## src/rtl/dmem_port_arbiter_pkg.sv

```systemverilog
// Shared definitions for the data-memory port arbiter and the future host loader.
package dmem_port_arbiter_pkg;

  localparam int DMEM_ADDR_W = 10;
  localparam int DMEM_DEPTH  = 1024;

  typedef enum logic [1:0] {
    GNT_NONE = 2'd0,
    GNT_CORE = 2'd1,
    GNT_HOST = 2'd2
  } gnt_src_e;

  typedef enum logic {
    CORE_PRI = 1'b0,
    HOST_PRI = 1'b1
  } arb_state_e;

  // Zero-extended compare so the check stays meaningful when ADDR_W can exceed DEPTH.
  function automatic logic addr_in_range(input logic [31:0] addr, input int unsigned depth);
    return (addr < depth);
  endfunction

endpackage

```

## src/rtl/dmem_port_arbiter_if.sv

```systemverilog
// Core MEM-stage, host and memory-side signals of the data-memory arbiter.
interface dmem_port_arbiter_if
  import dmem_port_arbiter_pkg::*;
#(
  parameter int ADDR_W = DMEM_ADDR_W
) ();

  logic              core_req;
  logic              core_we;
  logic [ADDR_W-1:0] core_addr;
  logic [31:0]       core_wdata;
  logic              core_hold;
  logic              core_stall;
  logic              core_rvalid;
  logic [31:0]       core_rdata;

  logic              host_valid;
  logic              host_ready;
  logic              host_we;
  logic [ADDR_W-1:0] host_addr;
  logic [31:0]       host_wdata;
  logic              host_rvalid;
  logic [31:0]       host_rdata;
  logic              host_err;

  logic              mem_en;
  logic              mem_we;
  logic [ADDR_W-1:0] mem_addr;
  logic [31:0]       mem_wdata;
  logic [31:0]       mem_rdata;

  modport slave (
    input  core_req, core_we, core_addr, core_wdata, core_hold,
    output core_stall, core_rvalid, core_rdata,
    input  host_valid, host_we, host_addr, host_wdata,
    output host_ready, host_rvalid, host_rdata, host_err,
    output mem_en, mem_we, mem_addr, mem_wdata,
    input  mem_rdata
  );

  modport master (
    output core_req, core_we, core_addr, core_wdata, core_hold,
    input  core_stall, core_rvalid, core_rdata,
    output host_valid, host_we, host_addr, host_wdata,
    input  host_ready, host_rvalid, host_rdata, host_err,
    input  mem_en, mem_we, mem_addr, mem_wdata,
    output mem_rdata
  );

endinterface

```

## src/rtl/dmem_port_arbiter_starve_ctr.sv

```systemverilog
// Priority FSM and saturating starvation counter: forces a host slot after
// STARVE_LIMIT consecutive host losses.
module dmem_starve_ctr
  import dmem_port_arbiter_pkg::*;
#(
  parameter int STARVE_LIMIT = 4
) (
  input  logic clk,
  input  logic reset,
  input  logic host_elig,
  input  logic host_lost,
  input  logic host_gnt,
  output logic host_pri
);

  localparam int              CNT_W   = $clog2(STARVE_LIMIT + 1);
  localparam logic [CNT_W-1:0] LIMIT_C = CNT_W'(STARVE_LIMIT);
  localparam logic [CNT_W-1:0] ONE_C   = CNT_W'(1);
  localparam logic [CNT_W-1:0] ZERO_C  = CNT_W'(0);

  arb_state_e       state_r;
  arb_state_e       state_s;
  logic [CNT_W-1:0] cnt_r;
  logic [CNT_W-1:0] cnt_s;

  // State and counter registers.
  always_ff @(posedge clk or negedge reset) begin
    if (!reset) begin
      state_r <= CORE_PRI;
      cnt_r   <= ZERO_C;
    end else begin
      state_r <= state_s;
      cnt_r   <= cnt_s;
    end
  end

  // Next-state and counter update.
  always_comb begin
    state_s = state_r;
    cnt_s   = cnt_r;
    case (state_r)
      CORE_PRI: begin
        if (host_gnt || !host_elig) begin
          cnt_s = ZERO_C;
        end else if (host_lost) begin
          if ((cnt_r + ONE_C) == LIMIT_C) begin
            state_s = HOST_PRI;
            cnt_s   = LIMIT_C;
          end else begin
            cnt_s = cnt_r + ONE_C;
          end
        end else begin
          cnt_s = cnt_r;
        end
      end
      HOST_PRI: begin
        if (host_gnt || !host_elig) begin
          state_s = CORE_PRI;
          cnt_s   = ZERO_C;
        end else begin
          state_s = HOST_PRI;
        end
      end
      default: begin
        state_s = CORE_PRI;
        cnt_s   = ZERO_C;
      end
    endcase
  end

  assign host_pri = (state_r == HOST_PRI);

endmodule

```

## src/rtl/dmem_port_arbiter.sv

```systemverilog
// Shares one synchronous single-port data memory between the core MEM stage
// and a host port; core has priority, host is guaranteed a slot.
module dmem_port_arbiter
  import dmem_port_arbiter_pkg::*;
#(
  parameter int ADDR_W       = DMEM_ADDR_W,
  parameter int DEPTH        = DMEM_DEPTH,
  parameter int STARVE_LIMIT = 4
) (
  input  logic                 clk,
  input  logic                 reset,
  dmem_port_arbiter_if.slave   bus
);

  gnt_src_e gnt_s;
  logic     core_elig_s;
  logic     host_elig_s;
  logic     host_oor_s;
  logic     host_mem_elig_s;
  logic     host_ready_s;
  logic     host_lost_s;
  logic     host_pri_s;
  logic     core_tag_r;
  logic     host_tag_r;
  logic     host_oor_rd_r;
  logic     host_err_r;

  // Grant decision; everything is gated off while reset is asserted.
  always_comb begin
    core_elig_s     = reset && bus.core_req && !bus.core_hold;
    host_elig_s     = reset && bus.host_valid;
    host_oor_s      = host_elig_s && !addr_in_range(32'(bus.host_addr), DEPTH);
    host_mem_elig_s = host_elig_s && !host_oor_s;
    if (core_elig_s && host_mem_elig_s) begin
      gnt_s = host_pri_s ? GNT_HOST : GNT_CORE;
    end else if (core_elig_s) begin
      gnt_s = GNT_CORE;
    end else if (host_mem_elig_s) begin
      gnt_s = GNT_HOST;
    end else begin
      gnt_s = GNT_NONE;
    end
    // An out-of-range host request is consumed without taking the memory slot.
    host_ready_s = host_oor_s || (gnt_s == GNT_HOST);
    host_lost_s  = host_elig_s && !host_ready_s;
  end

  // Memory port drive from the winning requester.
  always_comb begin
    bus.mem_en    = 1'b0;
    bus.mem_we    = 1'b0;
    bus.mem_addr  = {ADDR_W{1'b0}};
    bus.mem_wdata = 32'h0000_0000;
    case (gnt_s)
      GNT_CORE: begin
        bus.mem_en    = 1'b1;
        bus.mem_we    = bus.core_we;
        bus.mem_addr  = bus.core_addr;
        bus.mem_wdata = bus.core_wdata;
      end
      GNT_HOST: begin
        bus.mem_en    = 1'b1;
        bus.mem_we    = bus.host_we;
        bus.mem_addr  = bus.host_addr;
        bus.mem_wdata = bus.host_wdata;
      end
      default: begin
        bus.mem_en = 1'b0;
      end
    endcase
  end

  dmem_starve_ctr #(
    .STARVE_LIMIT (STARVE_LIMIT)
  ) u_starve_ctr (
    .clk       (clk),
    .reset     (reset),
    .host_elig (host_elig_s),
    .host_lost (host_lost_s),
    .host_gnt  (host_ready_s),
    .host_pri  (host_pri_s)
  );

  // Read-return tags and out-of-range flags, consumed on the following cycle.
  always_ff @(posedge clk or negedge reset) begin
    if (!reset) begin
      core_tag_r    <= 1'b0;
      host_tag_r    <= 1'b0;
      host_oor_rd_r <= 1'b0;
      host_err_r    <= 1'b0;
    end else begin
      core_tag_r    <= (gnt_s == GNT_CORE) && !bus.core_we;
      host_tag_r    <= (gnt_s == GNT_HOST) && !bus.host_we;
      host_oor_rd_r <= host_oor_s && !bus.host_we;
      host_err_r    <= host_oor_s;
    end
  end

  assign bus.core_stall  = bus.core_req && (gnt_s != GNT_CORE);
  assign bus.host_ready  = host_ready_s;
  assign bus.core_rvalid = core_tag_r;
  assign bus.core_rdata  = core_tag_r ? bus.mem_rdata : 32'h0000_0000;
  assign bus.host_rvalid = host_tag_r || host_oor_rd_r;
  assign bus.host_rdata  = host_tag_r ? bus.mem_rdata : 32'h0000_0000;
  assign bus.host_err    = host_err_r;

endmodule

```

## src/flat_wrapper.sv

```systemverilog
// flat-port wrapper written by rule: the top's interface ports become plain ports
module dmem_port_arbiter_flat import dmem_port_arbiter_pkg::*;
#(
  parameter int ADDR_W       = DMEM_ADDR_W,
  parameter int DEPTH        = DMEM_DEPTH,
  parameter int STARVE_LIMIT = 4
)
  (clk, reset, bus_core_req, bus_core_we, bus_core_addr, bus_core_wdata, bus_core_hold, bus_core_stall, bus_core_rvalid, bus_core_rdata, bus_host_valid, bus_host_we, bus_host_addr, bus_host_wdata, bus_host_ready, bus_host_rvalid, bus_host_rdata, bus_host_err, bus_mem_en, bus_mem_we, bus_mem_addr, bus_mem_wdata, bus_mem_rdata);
  dmem_port_arbiter_if #(.ADDR_W(ADDR_W)) bus_i ();
  input  logic clk;
  input  logic reset;
  input wire logic [$bits(bus_i.core_req)-1:0] bus_core_req;
  input wire logic [$bits(bus_i.core_we)-1:0] bus_core_we;
  input wire logic [$bits(bus_i.core_addr)-1:0] bus_core_addr;
  input wire logic [$bits(bus_i.core_wdata)-1:0] bus_core_wdata;
  input wire logic [$bits(bus_i.core_hold)-1:0] bus_core_hold;
  output wire logic [$bits(bus_i.core_stall)-1:0] bus_core_stall;
  output wire logic [$bits(bus_i.core_rvalid)-1:0] bus_core_rvalid;
  output wire logic [$bits(bus_i.core_rdata)-1:0] bus_core_rdata;
  input wire logic [$bits(bus_i.host_valid)-1:0] bus_host_valid;
  input wire logic [$bits(bus_i.host_we)-1:0] bus_host_we;
  input wire logic [$bits(bus_i.host_addr)-1:0] bus_host_addr;
  input wire logic [$bits(bus_i.host_wdata)-1:0] bus_host_wdata;
  output wire logic [$bits(bus_i.host_ready)-1:0] bus_host_ready;
  output wire logic [$bits(bus_i.host_rvalid)-1:0] bus_host_rvalid;
  output wire logic [$bits(bus_i.host_rdata)-1:0] bus_host_rdata;
  output wire logic [$bits(bus_i.host_err)-1:0] bus_host_err;
  output wire logic [$bits(bus_i.mem_en)-1:0] bus_mem_en;
  output wire logic [$bits(bus_i.mem_we)-1:0] bus_mem_we;
  output wire logic [$bits(bus_i.mem_addr)-1:0] bus_mem_addr;
  output wire logic [$bits(bus_i.mem_wdata)-1:0] bus_mem_wdata;
  input wire logic [$bits(bus_i.mem_rdata)-1:0] bus_mem_rdata;
  assign bus_i.core_req = bus_core_req;
  assign bus_i.core_we = bus_core_we;
  assign bus_i.core_addr = bus_core_addr;
  assign bus_i.core_wdata = bus_core_wdata;
  assign bus_i.core_hold = bus_core_hold;
  assign bus_core_stall = bus_i.core_stall;
  assign bus_core_rvalid = bus_i.core_rvalid;
  assign bus_core_rdata = bus_i.core_rdata;
  assign bus_i.host_valid = bus_host_valid;
  assign bus_i.host_we = bus_host_we;
  assign bus_i.host_addr = bus_host_addr;
  assign bus_i.host_wdata = bus_host_wdata;
  assign bus_host_ready = bus_i.host_ready;
  assign bus_host_rvalid = bus_i.host_rvalid;
  assign bus_host_rdata = bus_i.host_rdata;
  assign bus_host_err = bus_i.host_err;
  assign bus_mem_en = bus_i.mem_en;
  assign bus_mem_we = bus_i.mem_we;
  assign bus_mem_addr = bus_i.mem_addr;
  assign bus_mem_wdata = bus_i.mem_wdata;
  assign bus_i.mem_rdata = bus_mem_rdata;
  dmem_port_arbiter #(.ADDR_W(ADDR_W), .DEPTH(DEPTH), .STARVE_LIMIT(STARVE_LIMIT)) u_core (.clk(clk), .reset(reset), .bus(bus_i));
endmodule
```

## config.mk

```make
export PLATFORM = sky130hd
export DESIGN_NAME = dmem_port_arbiter_flat
export DESIGN_NICKNAME = d
export VERILOG_FILES = /design/src/rtl/dmem_port_arbiter_pkg.sv /design/src/rtl/dmem_port_arbiter_if.sv /design/src/rtl/dmem_port_arbiter_starve_ctr.sv /design/src/rtl/dmem_port_arbiter.sv /design/src/flat_wrapper.sv
export SDC_FILE = /design/constraint.sdc
export NUM_CORES = 1
export LEC_CHECK = 0
export ABC_AREA = 1
export BUFFER_PORTS_ARGS = -buffer_cell sky130_fd_sc_hd__buf_2
export CAP_MARGIN = 20
export CORE_AREA = 2 2 92 94
export CTS_BUF_LIST = sky130_fd_sc_hd__clkbuf_4 sky130_fd_sc_hd__clkbuf_8
export CTS_CLUSTER_DIAMETER = 50
export DETAILED_ROUTE_END_ITERATION = 12
export DIE_AREA = 0 0 94 96
export GPL_ROUTABILITY_DRIVEN = 0
export PLACE_DENSITY = 0.7
export SLEW_MARGIN = 20
export SYNTH_ARGS = -nofsm -noshare
export SYNTH_HDL_FRONTEND = slang
export SYNTH_SLANG_ARGS = --single-unit
```

## constraint.sdc

```tcl
create_clock -name clk -period 3.4 [get_ports clk]
set_input_delay 0.17 -clock clk [delete_from_list [all_inputs] [get_ports clk]]
set_output_delay 0.17 -clock clk [all_outputs]
set_load 0.05 [all_outputs]
```

* Yosys cells after proc, flatten, opt, wreduce, memory -nomap -nowiden
Index checks and enable logic that the tools add are counted.
** Cells by class
- Mux-type cells :: 20
- Bitwise gates (word level) :: 1
- Reduce and logical (&&, ||, !) cells :: 16
- Equality and inequality tests :: 6
- $add $sub $neg :: 1
** Operators by type and width (count)
- 32-bit two-way mux :: 2
- 32-bit one-hot mux with 2 select lines :: 1
- 10-bit one-hot mux with 2 select lines :: 1
- 3-bit two-way mux :: 4
- 1-bit logical AND :: 8
- 2-bit two-way mux :: 4
- 3-bit one-hot mux with 2 select lines :: 1
- 1-bit logical NOT :: 5
- 1-bit two-way mux :: 5
- 2-bit by 1-bit inequality test with 1-bit output, second input constant :: 2
- 1-bit one-hot mux with 2 select lines :: 2
- 3-bit by 1-bit adder with 3-bit output, second input constant :: 1
- 3-bit == test, second input constant :: 1
- 3-bit by 2-bit inequality test with 1-bit output, second input constant :: 1
- 2-bit by 1-bit == test with 1-bit output, second input constant :: 1
- 2-bit == test, second input constant :: 1
- 2-bit AND reduction :: 1
- 2-bit OR reduction :: 1
- 1-bit logical OR :: 1
- 1-bit inverter :: 1
** Word-level totals
- Logic and storage cells :: 48
- Register bits after elaboration :: 6

* Depth between registers and ports, before layout
- Word-level depth :: 10
- Depth in mapped cells :: 9
- Gate-level depth less buffers :: 7

* By module
A second synthesis with hierarchy kept.
** Unflattened totals
- Cells, all modules :: 330
- Area total of the unflattened synthesis :: 1675.4 sq um
** By module, submodules not included
- dmem_port_arbiter :: area an instance 1436.4 sq um, seq. area each 50.0 sq um, instances 1, cells an instance 303
- dmem_starve_ctr :: area an instance 239.0 sq um, seq. area each 100.1 sq um, instances 1, cells an instance 27

* Worst setup path after synthesis
Ideal clock, no wire load.
- Path type :: register to output
- Start point :: reg u_core.u_starve_ctr.state_r (netlist: u_core.u_starve_ctr.host_pri)
- End point :: out bus_mem_wdata[11]
- Required time :: 3.230 ns
- Cell stages (with the launch flop) :: 8
- Path slack :: 0.869 ns
- Data arrival time :: 2.361 ns
- Path buffers :: 2
- Cells stage by stage :: dfrtp_1 -> inv_1 -> a21oi_1 -> ha_1 -> buf_2 -> buf_4 -> nand2_1 -> a21oi_1
** Between the ends
- Cells in the longest elaborated chain, start to end :: 4
- Elaborated cells on any way between the ends :: 5
- Those cells by class :: eq/ne (2); mux (3)
** Ends and longest elaborated chain
- start: declaration :: line dmem_port_arbiter_starve_ctr.sv:21 : arb_state_e state_r;
- start signal: assignment :: line dmem_port_arbiter_starve_ctr.sv:32 : state_r <= state_s;
- 2-bit two-way mux :: line dmem_port_arbiter.sv:35 : gnt_s = host_pri_s ? GNT_HOST : GNT_CORE;
- 2-bit two-way mux :: line dmem_port_arbiter.sv:34 : if (core_elig_s && host_mem_elig_s) begin
- 2-bit == test
- net bus_host_ready :: line flat_wrapper.sv:24 : output wire logic [$bits(bus_i.host_ready)-1:0] bus_host_ready;
- 32-bit one-hot mux with 2 select lines :: line dmem_port_arbiter.sv:54 : case (gnt_s)
- end: declaration :: line flat_wrapper.sv:31 : output wire logic [$bits(bus_i.mem_wdata)-1:0] bus_mem_wdata;
The timed path passes the listed nets, and every way through them passes these cells.

* Worst setup path after layout
- Start point :: in reset
- End point :: out bus_mem_wdata[7]
** Between the ends
- Cells in the longest elaborated chain, start to end :: 6
- Elaborated cells on any way between the ends :: 10
- Those cells by class :: eq/ne (2); mux (4); reduce/logical (4)
** Ends and longest elaborated chain
- start: declaration :: line flat_wrapper.sv:11 : input logic reset;
- 1-bit logical AND (on tied branches) :: line dmem_port_arbiter.sv:31, dmem_port_arbiter.sv:30
- 2-bit two-way mux or 1-bit logical AND (tied branches) :: line dmem_port_arbiter.sv:38, dmem_port_arbiter.sv:30
- 2-bit two-way mux or 1-bit logical AND (tied branches) :: line dmem_port_arbiter.sv:36, dmem_port_arbiter.sv:34
- 2-bit two-way mux * :: line dmem_port_arbiter.sv:34
- 2-bit == test or 2-bit by 1-bit == test with 1-bit output (tied branches) :: line dmem_port_arbiter.sv:54
- 32-bit one-hot mux with 2 select lines * :: line dmem_port_arbiter.sv:54
Mark *: on every way between the ends. The rest lies on a longest branch, timed or not.

==> flow_metrics.py <==
metrics = {
    "sta": {
        "fin_tns_setup_ns": 0,
        "period_needed_ns": 2.90,
        "slew_viol_final": 0,
        "skew_ns": 0.000635,
        "worst_slew_pin_slew_ns": 0.996,
        "max_freq_ghz": 0.345,
        "relSlewSlack": 0.336,
        "setup_violations": 0,
        "rsz0062_at_grt": "false",
        "period_share": 0.853,
        "hold_viol_final": 0,
    },
    "placement": {
        "place_hpwl_um": 5640,
        "port-buffer-count": 234,
    },
    "worst_hold_path": {
        "hold_path_end": "u_core.host_tag_r",
        "holdPathStages": 2,
        "hp-start": "bus_host_we",
        "hp-class": "in -> reg",
    },
    "logic_synthesis": {
        "yosysWarnings": 0,
        "ys_ff_latch": 6,
        "syn_avg_cell_area_um2": 5.14,
        "ys_seq_area_frac": 0.0896,
        "netlist_instances": 326,
        "netlist_area_um2": 1680,
        "synth_cell_types": 20,
        "syn_nets": 454,
    },
    "setup_path": {
        "r2r_slack_ns": 1.56,
        "critPathRequiredTime_ns": 3.23,
        "r2r-end": "u_core.bus.core_rvalid",
        "arrival_ns": 2.73,
        "critPathLaunchType": "input pin",
        "crit_type": "in -> out",
        "crit_path_max_fanout": 22,
        "reg2reg_from": "u_core.u_starve_ctr.host_pri",
        "r2r_cells": 7,
        "crit_path_end_kind": "primary output",
    },
    "clock_network": {
        "clock_latency_ns": 0.22,
        "cts_setup_buffers": 0,
        "cts_tree": "done",
        "clk_pin_slew_ns": 0.04,
        "cts_inserted_buffers": 3,
        "cts.sinks": 6,
        "clockRootBuffer": "clkbuf_8",
        "cts_resized": 0,
        "htree_levels": 1,
        "clock_path_buffers": 2,
    },
    "cells_and_area": {
        "nNetsFinal": 677,
        "regArea_um2": 150,
        "multi_input_area_um2": 1050,
        "layout_commonest_cell": "buf_2",
        "final_cell_mix": "buf_2, nand2_1, inv_1, a21oi_1, a21oi_2",
        "drive_above_1_share": 0.499,
        "syn_to_final_growth_pct": 71.7,
        "fillers": 934,
    },
    "outcome": {
        "status": "finished, final reports clean",
    },
    "routing": {
        "firstDrtPassIters": 5,
        "vias_per_cell": 3.96,
        "drt-wirelength-per-cell_um": 10.2,
        "first_iter_violations": 56,
        "final_antenna_net_count": 0,
        "totalWireLength_um": 6670,
        "vias": 2585,
        "drc": 0,
    },
    "grt": {
        "antenna_found_initial": 1,
        "grt_overflow": 0,
        "grt_max_degree": 44,
        "grt_pass1_wl_um": 9400,
        "gr-usage-all-layers": 0.128,
        "grt_pass1_vias": 2151,
    },
    "pwr": {
        "power_uw": 513,
        "cellLeakagePower_nw": 2.17,
        "vdd_drop_max_mv": 0.111,
        "p_per_area_nw_per_um2": 178,
    },
    "floorplan": {
        "die-width_um": 94,
        "die_h_um": 96,
        "initial_core_util": 0.208,
        "dieArea_um2": 9020,
        "core_um2": 8050,
        "rows": 33,
        "ios": 236,
    },
    "flow_run": {
        "max_cap_violations": 0,
    },
}
==> kinds of logic (layout without fill, tap and decap cells) <==
family | Yosys count | in the layout | synth area share
buf+inv | 99 | 320 | 0.288
compound gates | 49 | 49 | 0.192
simple gates | 166 | 166 | 0.391
fa+ha+maj | 5 | 5 | 0.0373
other cells | 1 | 2 | 0.00224
flops | 6 | 6 | 0.0895
==> flip-flops by register name, indices dropped and copies added, names as in the netlist <==
| signal | flops |
|---|---|
| u_core.u_starve_ctr.cnt_r | 3 |
| u_core.bus.core_rvalid | 1 |
| u_core.host_tag_r | 1 |
| u_core.u_starve_ctr.host_pri | 1 |
==> cell usage after synthesis <==
library cell	n	share of area
nand2_1	151	0.34
inv_1	77	0.17
a21oi_1	26	0.078
a21oi_2	19	0.099
buf_2	10	0.030
nand2_2	9	0.034
buf_4	7	0.031
dfrtp_1	6	0.090
ha_1	5	0.037
buf_12	4	0.048
nor2_1	3	0.0067
a21boi_0	1	0.0045
buf_6	1	0.0067
conb_1	1	0.0022
nand3_1	1	0.0030
nor2_2	1	0.0037
nor3_2	1	0.0060
o211ai_1	1	0.0045
o21ai_0	1	0.0030
o21ai_1	1	0.0030
==> per-layer routing <==
layer,GRT usage,part of all wire,up-vias
met5,0,0,-
met4,0.0217,0.0042,0
met3,0.0274,0.11,2
met2,0.257,0.51,146
met1,0.138,0.38,1060
li1,-,-,1377
==> stage by stage <==
stage	hold WS (ns)	utilization	instance area [µm²]	instances	setup WS, ns
finish	0.107	0.358	2880	653	0.498
global route	0.111	0.357	2880	652	0.155
CTS	0.101	0.357	2880	652	0.459
detailed placement	0.0114	0.351	2830	648	0.996
global placement	0.00922	0.351	2830	648	1.01
floorplan	-0.126	-	1680	326	0.869
==> layout make-up <==
type,instances,area share
Timing Repair Buffer,240,0.423
Clock buffer,3,0.0143
Inverter,77,0.100
Sequential cell,6,0.0522
Antenna cell,1,0.000869
Multi-Input combinational cell,221,0.363
Tap cell,105,0.0456
==> worst max-delay path: stages <==
cell           delay [ns]
dlygate4sd3_1        0.53
buf_2                0.20
inv_1                0.07
nor3_2               0.17
o21ai_1              0.13
inv_1                0.08
ha_2                 0.51
buf_4                0.35
nand2_1              0.08
a21oi_1              0.16
buf_2                0.29
==> where the power goes <==
part / switching (mW) / leakage [nW] / internal [mW]
clock: 0.0324 / 0.0216 / 0.0762
sequential: 0.00758 / 0.0824 / 0.0735
combinational: 0.223 / 2.06 / 0.100
==> worst max-delay path by stage <==
stage / from / slack, ns / depth (start not counted) / endpoint
final: reset / 0.50 / 11 / bus_mem_wdata[7]
after global routing: reset / 0.16 / 11 / bus_mem_wdata[7]
after CTS: reset / 0.46 / 11 / bus_mem_wdata[7]
after detailed placement: reset / 1.0 / 10 / bus_mem_wdata[7]
after global placement: reset / 1.01 / 10 / bus_mem_wdata[7]
after floorplan: u_core.u_starve_ctr.host_pri / 0.87 / 7 / bus_mem_wdata[11]
==> what timing repair did <==
item / 4_1_cts / 5_1_grt
hold buffers: 1 / 0
hold endpoints to repair: 6 / 0
setup endpoints to repair: 0 / 0
(Power assumes the default switching activity.)
